$ cat src/rtl/phase_acc_bank.sv
// Per-operator phase accumulator bank: walks every slot once per sample frame,
// adds the upstream (signed) increment and emits the phase MSBs. Optional PHASE_MOD_EN adds phase_mod to the output.
`timescale 1ns/1ps

module phase_acc_bank #(
  parameter int unsigned NUM_OPS         = 18,
  parameter int unsigned PHASE_ACC_WIDTH = 20,
  parameter int unsigned PHASE_OUT_WIDTH = 10
) (
  input  logic                                          clk,
  input  logic                                          rst_n,
  input  logic                                          sample_clk_en,
  input  logic [NUM_OPS-1:0]                            key_on,
  output logic [((NUM_OPS > 1) ? $clog2(NUM_OPS) : 1)-1:0] slot_req,
  input  logic signed [PHASE_ACC_WIDTH-1:0]             phase_inc,
`ifdef PHASE_MOD_EN
  input  logic signed [PHASE_OUT_WIDTH-1:0]             phase_mod,
`endif
  output logic [PHASE_OUT_WIDTH-1:0]                    phase_out,
  output logic [((NUM_OPS > 1) ? $clog2(NUM_OPS) : 1)-1:0] phase_slot,
  output logic                                          phase_valid,
  output logic                                          busy,
  output logic                                          overrun
);

  localparam int unsigned SLOT_W = (NUM_OPS > 1) ? $clog2(NUM_OPS) : 1;

  typedef enum logic [1:0] {
    ST_IDLE  = 2'b00,
    ST_READ  = 2'b01,
    ST_WRITE = 2'b10
  } state_t;

  state_t                     r_state;
  state_t                     w_state_nxt;
  logic [SLOT_W-1:0]          r_cnt;
  logic [SLOT_W-1:0]          w_cnt_nxt;
  logic [SLOT_W-1:0]          r_slot_req;
  logic [SLOT_W-1:0]          w_req_nxt;
  logic                       w_wr;
  logic                       w_last;
  logic [PHASE_ACC_WIDTH-1:0] r_acc [NUM_OPS];
  logic [NUM_OPS-1:0]         r_prev_ko;
  logic [PHASE_OUT_WIDTH-1:0] r_phase_out;
  logic [SLOT_W-1:0]          r_phase_slot;
  logic                       r_phase_valid;
  logic                       r_busy;
  logic                       r_overrun;
  logic                       w_ko_edge;
  logic [PHASE_ACC_WIDTH-1:0] w_acc_new;
  logic [PHASE_OUT_WIDTH-1:0] w_phase_new;

  // State register
  always_ff @(posedge clk) begin
    if (!rst_n) r_state <= ST_IDLE;
    else        r_state <= w_state_nxt;
  end

  // Next state, slot sequencing and write enable
  always_comb begin
    w_state_nxt = r_state;
    w_cnt_nxt   = r_cnt;
    w_req_nxt   = r_slot_req;
    w_wr        = 1'b0;
    w_last      = (r_cnt == SLOT_W'(NUM_OPS - 1));
    case (r_state)
      ST_IDLE: begin
        if (sample_clk_en) begin
          w_state_nxt = ST_READ;
          w_cnt_nxt   = '0;
          w_req_nxt   = '0;
        end
      end
      ST_READ: begin
        w_state_nxt = ST_WRITE;
        w_req_nxt   = r_cnt;
      end
      ST_WRITE: begin
        w_wr = 1'b1;
        if (w_last) begin
          w_state_nxt = ST_IDLE;
        end else begin
          w_state_nxt = ST_READ;
          w_cnt_nxt   = r_cnt + SLOT_W'(1);
          w_req_nxt   = r_cnt + SLOT_W'(1);
        end
      end
      default: w_state_nxt = ST_IDLE;
    endcase
  end

  // A rising key_on restarts the slot at phase zero instead of accumulating
  always_comb begin
    w_ko_edge = key_on[r_cnt] & ~r_prev_ko[r_cnt];
    w_acc_new = w_ko_edge ? '0 : (r_acc[r_cnt] + $unsigned(phase_inc));
`ifdef PHASE_MOD_EN
    w_phase_new = w_acc_new[PHASE_ACC_WIDTH-1 -: PHASE_OUT_WIDTH] + $unsigned(phase_mod);
`else
    w_phase_new = w_acc_new[PHASE_ACC_WIDTH-1 -: PHASE_OUT_WIDTH];
`endif
  end

  // Datapath and registered outputs
  always_ff @(posedge clk) begin
    if (!rst_n) begin
      r_cnt         <= '0;
      r_slot_req    <= '0;
      r_prev_ko     <= '0;
      r_phase_out   <= '0;
      r_phase_slot  <= '0;
      r_phase_valid <= 1'b0;
      r_busy        <= 1'b0;
      r_overrun     <= 1'b0;
      for (int s = 0; s < int'(NUM_OPS); s++) r_acc[s] <= '0;
    end else begin
      r_cnt         <= w_cnt_nxt;
      r_slot_req    <= w_req_nxt;
      r_phase_valid <= w_wr;
      r_busy        <= (w_state_nxt != ST_IDLE);
      r_overrun     <= sample_clk_en & (r_state != ST_IDLE);
      if (w_wr) begin
        r_acc[r_cnt]     <= w_acc_new;
        r_prev_ko[r_cnt] <= key_on[r_cnt];
        r_phase_out      <= w_phase_new;
        r_phase_slot     <= r_cnt;
      end
    end
  end

  assign slot_req    = r_slot_req;
  assign phase_out   = r_phase_out;
  assign phase_slot  = r_phase_slot;
  assign phase_valid = r_phase_valid;
  assign busy        = r_busy;
  assign overrun     = r_overrun;

endmodule

$ cat config.mk
export PLATFORM = sky130hd
export DESIGN_NAME = phase_acc_bank
export DESIGN_NICKNAME = d
export VERILOG_FILES = /design/src/rtl/phase_acc_bank.sv
export SDC_FILE = /design/constraint.sdc
export NUM_CORES = 1
export LEC_CHECK = 0
export BUFFER_PORTS_ARGS = -buffer_cell sky130_fd_sc_hd__buf_4
export CORE_ASPECT_RATIO = 1.5
export CORE_MARGIN = 4
export CORE_UTILIZATION = 45
export CTS_CLUSTER_SIZE = 40
export DETAILED_ROUTE_END_ITERATION = 10
export HOLD_SLACK_MARGIN = 0.15
export SLEW_MARGIN = 10
export SYNTH_ARGS = -nofsm -noshare
export SYNTH_HDL_FRONTEND = slang
export SYNTH_SLANG_ARGS = --single-unit
$ cat constraint.sdc
create_clock -name clk -period 6.7 [get_ports clk]
set_input_delay 0 -clock clk [delete_from_list [all_inputs] [get_ports clk]]
set_output_delay 0 -clock clk [all_outputs]
set_load 0.02 [all_outputs]
# Yosys cells after proc, flatten, opt, wreduce, memory -nomap -nowiden

Memory sizes are Yosys's and may differ from the RTL's. A register that Yosys moved wholly into a read port is not among the register bits.
Cells that the tools add are included.

Multiplexer cells: 25
Reductions and logical operators: 9
$add $sub $neg: 2
Equality and inequality tests: 5
Bitwise logic cells: 3
$lt $le $gt $ge: 2

Operators by type and width:

| kind                                                       | count |
|---|---|
| two-way mux 20 bit                                         | 2 |
| two-way mux 5 bit                                          | 5 |
| adder 20 bit                                               | 1 |
| OR reduction 20 bit                                        | 1 |
| bitwise mux 18 bit                                         | 1 |
| one-hot mux 5 bit (3 select lines)                         | 1 |
| binary-select mux 1 bit (select 5 bit)                     | 2 |
| two-way mux 1 bit                                          | 10 |
| one-hot mux 5 bit (2 select lines)                         | 1 |
| less-than comparator 5 x 6 -> 1 bit, second input constant | 1 |
| one-hot mux 2 bit (3 select lines)                         | 1 |
| AND reduction 3 bit                                        | 2 |
| nonzero test 2 bit                                         | 3 |
| adder 5 x 1 -> 5 bit, second input constant                | 1 |
| demux 1 bit (select 5 bit)                                 | 1 |
| equality test 5 bit, second input constant                 | 1 |
| >= comparator 5 x 1 -> 1 bit, second input constant        | 1 |
| inequality test 2 bit, second input constant               | 2 |
| nonzero test 3 bit                                         | 1 |
| AND 1 bit                                                  | 2 |
| equality test 2 x 1 -> 1 bit, second input constant        | 1 |
| equality test 2 bit, second input constant                 | 1 |
| logical NOT 2 bit                                          | 1 |
| two-way mux 2 bit                                          | 1 |
| other kinds (2)                                            | 2 |

Memory bits (writable): 360
Memories kept: 1
Input bits: 41
Register bits after elaboration: 48
Logic and storage cells: 56

Memory list:

| memory | depth | bits a word | read ports | clocked after Yosys merged registers in | write ports | RTL line | source |
|---|---|---|---|---|---|---|---|
| r_acc  | 18    | 20          | 1          | 1                                       | 18          | 42       | `logic [PHASE_ACC_WIDTH-1:0] r_acc [NUM_OPS];` |

# Depth between registers and ports, before layout

Depth after elaboration: 7
Gate-level depth with buffers: 18
Mapped depth without buffers: 12

# Worst setup path before layout

No wires, ideal clock.

Kind: reg-to-reg
Start: register with a tool-made name
End: memory r_acc[17][12] (data pin)
Stages on the path, launching flop included: 16
Setup slack: 1.358 ns
Required time: 6.399 ns
Arrival: 5.041 ns
Setup time: 0.301 ns
Cells stage by stage: dfxtp_1 -> clkbuf_1 -> buf_2 -> buf_1 -> mux4_2 -> mux4_2 -> mux2_2 -> ha_1 -> fa_1 -> a21o_1 -> a21o_1 -> a211oi_1 -> o31ai_1 -> xnor2_1 -> clkbuf_1 -> nor2_1

RTL lines:

| what      | RTL line |
|---|---|
| to (decl) | 42 |

==> run_results.csv <==
group,metric,value,unit
floorplanning,core,65760,um2
place,dpl_cell_area,31720,um2
clock_tree,cts_resized,0,
timing,worst_pin_slew,1181,ps
floorplanning,io_pins,64,
timing,fin_setup_tns,0,ps
global_route,antenna_found_initial,0,
clock_tree,clk_latency,630,ps
place,dp_worst_setup_slack,1115,ps
timing,fin_crit,5521,ps
global_route,grt-ovfl-total,0,
clock_tree,clk_pin_slew,60,ps
synthesis,async_flop_share,0,%
clock_tree,numCtsBuffers,66,
synthesis,ys_warn_count,0,
setup_path,rr_worst_depth,14,
global_route,grt_pass1_vias,17620,
route,wire_per_inst,27.89,um
synthesis,ys.flop_type,"edfxtp_1",
hold_path,hp-start,"phase_inc[11]",
run,max_cap_viol_count,0,
power_and_ir_drop,p_leak,11.44,nW
floorplanning,start_util,45.62,%
hold_path,min_delay_path_depth,7,
finish,final_core_util,51.41,%
power_and_ir_drop,max-vdd-ir-drop,188.0,uV
timing,fin_ws,1179,ps
route,via_per_inst,5.972,
floorplanning,die_width,218.8,um
setup_path,cp-start-kind,"flop",
place,dp_hpwl,50.02,mm
setup_path,path_max_fanout,21,
synthesis,netlist_area,30000,um2
clock_tree,cts_num_sinks,693,
hold_path,hold_path_class,"in2reg",
global_route,grt_pass1_wl,116.8,mm
timing,fin_skew,32.96,ps
floorplanning,dieArea,70940,um2
route,drtIter0Drc,1565,
route,dr.pass1.iters,5,
synthesis,ys_types,67,
setup_path,critical_path.endpoint_type,"flop",
run_status,status,"finished, final reports clean",
timing,rsz0062_at_grt,"false",
power_and_ir_drop,powerDensity,273.6,nW/um2
route,vias,16910,
global_route,grt_max_degree,66,
route,postRouteAntennaNets,0,
finish,final_layout_size_suffix_gt1_share,26.05,%
route,wl,78.97,mm
timing,fmax,181.1,MHz
setup_path,criticalPathCategory,"reg2reg",
floorplanning,die_h,324.2,um
finish,nNetsFinal,1974,
clock_tree,cts_tree,"done",
synthesis,synth.net_count,1893,
synthesis,synth-edff-count,640,
finish,num_antenna_cells,0,
synthesis,ys_seq_elements,693,
hold_path,min_to,"phase_out[1]",
global_route,grt_use_total,22.55,%
place,gp_congestion,0.8529,
power_and_ir_drop,total_power,9.249,mW
clock_tree,clk_path_buf_depth,3,
route,drc_errors,0,
timing,hold_viol_final,0,
finish,area_growth_syn_to_layout,12.70,%
timing,setup_viol,0,
synthesis,synth_sequential_area_ratio,67.61,%
setup_path,arrival,5820,ps
synthesis,postSynthCellCount,1824,
clock_tree,cts_max_level,3,
timing,slew-limit-headroom,20.97,%
floorplanning,row_count,115,
clock_tree,cts-root-buf,"clkbuf_16",
timing,drv_slew,0,
place,port_buffers,63,
setup_path,r2r-end,"r_acc[21][19]",
timing,fin_crit_sh,82.40,%
synthesis,syn_area_per_cell,16.44,um2
setup_path,required,7000,ps
setup_path,rrSetupSlack,1180,ps
finish,fin_area,33800,um2
==> critical path: stages (launching register included) <==
cell	delay (ps)
dfxtp_4	630
buf_12	280
buf_4	210
mux4_2	510
mux4_2	540
mux2_2	310
ha_1	250
a21oi_1	390
o21ai_0	210
o2bb2ai_1	190
a311o_1	340
a31oi_1	400
xnor2_2	90
buf_4	210
nor2_1	580
==> synth_stat cells, drive strengths merged, types with 4 or more instances <==
library cell,number,share of area [%]
a211oi,20,0.50
o211ai,5,0.14
a21oi,19,0.32
mux2,21,0.79
a21o,9,0.23
clkbuf,69,0.86
a31oi,5,0.10
buf,59,1.1
nor2,370,4.6
nand3,30,0.78
xor2,7,0.20
nor3,13,0.23
ha,27,1.1
nand2,71,0.92
a21boi,13,0.33
edfxtp,640,64
nor2b,10,0.21
nand2b,4,0.083
a22oi,5,0.13
xnor2,6,0.20
and2,6,0.13
o311a,17,0.57
dfxtp,53,3.5
mux4,203,15
o2bb2ai,4,0.12
o21ai,28,0.50
o21a,4,0.10
nand4,5,0.10
o21bai,20,0.50
inv,19,0.24
mux2i,21,0.70
nor3b,7,0.19
==> how the worst max path moves through the flow <==
stage	start	end	slack, ps	cells after the start
6_report	flop	r_acc[21][19]	1180	14
5_1_grt	flop	r_acc[30][19]	760	14
4_1_cts	flop	r_acc[28][19]	1110	14
3_5_place_dp	flop	r_acc[31][19]	1110	14
3_3_place_gp	flop	r_acc[30][9]	1210	13
2_1_floorplan	flop	r_acc[17][12]	1360	15
==> kinds of logic (layout without fill, tap and decap cells) <==
kind of cell,count (synthesis),in the layout,synth area share (%)
AOI/OAI and AO/OA,164,164,4.084
xor gates and xnor gates,13,13,0.4046
muxes,245,245,16.73
and+or+nand+nor,534,534,7.771
adders and majority gates,28,28,1.193
DFF,693,693,67.61
buffers and inverters,147,277,2.207
==> placed cells by master, fill, tap and decap left out, types with 5 or more instances in the layout <==
cell	synthesis	final
a21o_1	9	9
edfxtp_1	640	640
mux2i_1	21	21
a31oi_1	5	5
o21ai_0	23	23
nor2b_1	10	10
nand4_1	5	5
nand3_1	13	13
clkbuf_16	0	69
a211oi_1	20	20
and2_1	6	6
clkinv_2	0	9
o311a_1	17	17
mux2_2	21	21
dfxtp_1	53	49
nand2_1	67	67
nor2_2	0	12
nor3b_1	6	5
buf_12	0	7
inv_1	19	19
clkinv_1	0	12
o21bai_1	20	20
buf_4	12	130
a21boi_0	13	13
nand3_2	17	17
xor2_1	7	6
a21oi_1	19	18
mux4_2	203	203
a22oi_1	5	5
nor2_1	370	356
clkbuf_1	69	16
nor3_1	12	11
ha_1	27	27
==> routing by layer <==
layer / global-route usage [%] / up-vias / share of wire, % / wire length, um
li1: - / 7239 / - / -
met1: 28.55 / 8861 / 38 / 29680
met2: 40.05 / 668 / 53 / 41940
met3: 2.897 / 140 / 5.9 / 4624
met4: 8.206 / 0 / 3.4 / 2724
met5: 0 / - / 0 / 0
==> stage by stage <==
| step | instances | hold slack, ps |
|---|---|---|
| 4_1_cts | 2831 | 233.2 |
| 5_1_grt | 2831 | 323.3 |
| 3_5_place_dp | 2710 | 321.4 |
| 3_3_place_gp | 2710 | 296.5 |
| 2_1_floorplan | 1824 | 139.5 |
| 6_report | 2831 | 288.5 |
==> registers in the layout (all words and copies together), names as in the netlist, 2 cells and up, named ones only <==
| name | flops |
|---|---|
| r_prev_ko | 18 |
| r_state | 2 |
| slot_req | 5 |
| phase_slot | 5 |
| r_cnt | 5 |
| r_acc | 640 |
| phase_out | 10 |
==> report_power, final <==
| part | internal [mW] | switching [mW] |
|---|---|---|
| Sequential | 4.80 | 0.0365 |
| Clock | 2.03 | 1.58 |
| Combinational | 0.275 | 0.528 |
==> repair_timing <==
item / CTS / global route
endpoints found under the hold margin: 57 / 0
setup buffers: 0 / 0
hold buffers: 4 / 0
==> cell type report <==
class	count	area, um2
inverter	19	71.32
tap	877	1097
fill	5455	31950
clock buffer	88	1819
multi-input combinational	984	9146
sequential	693	20290
timing repair buffer	141	1156
clock inverter	29	220.2
Note: power is estimated with default switching activity, not from simulation.
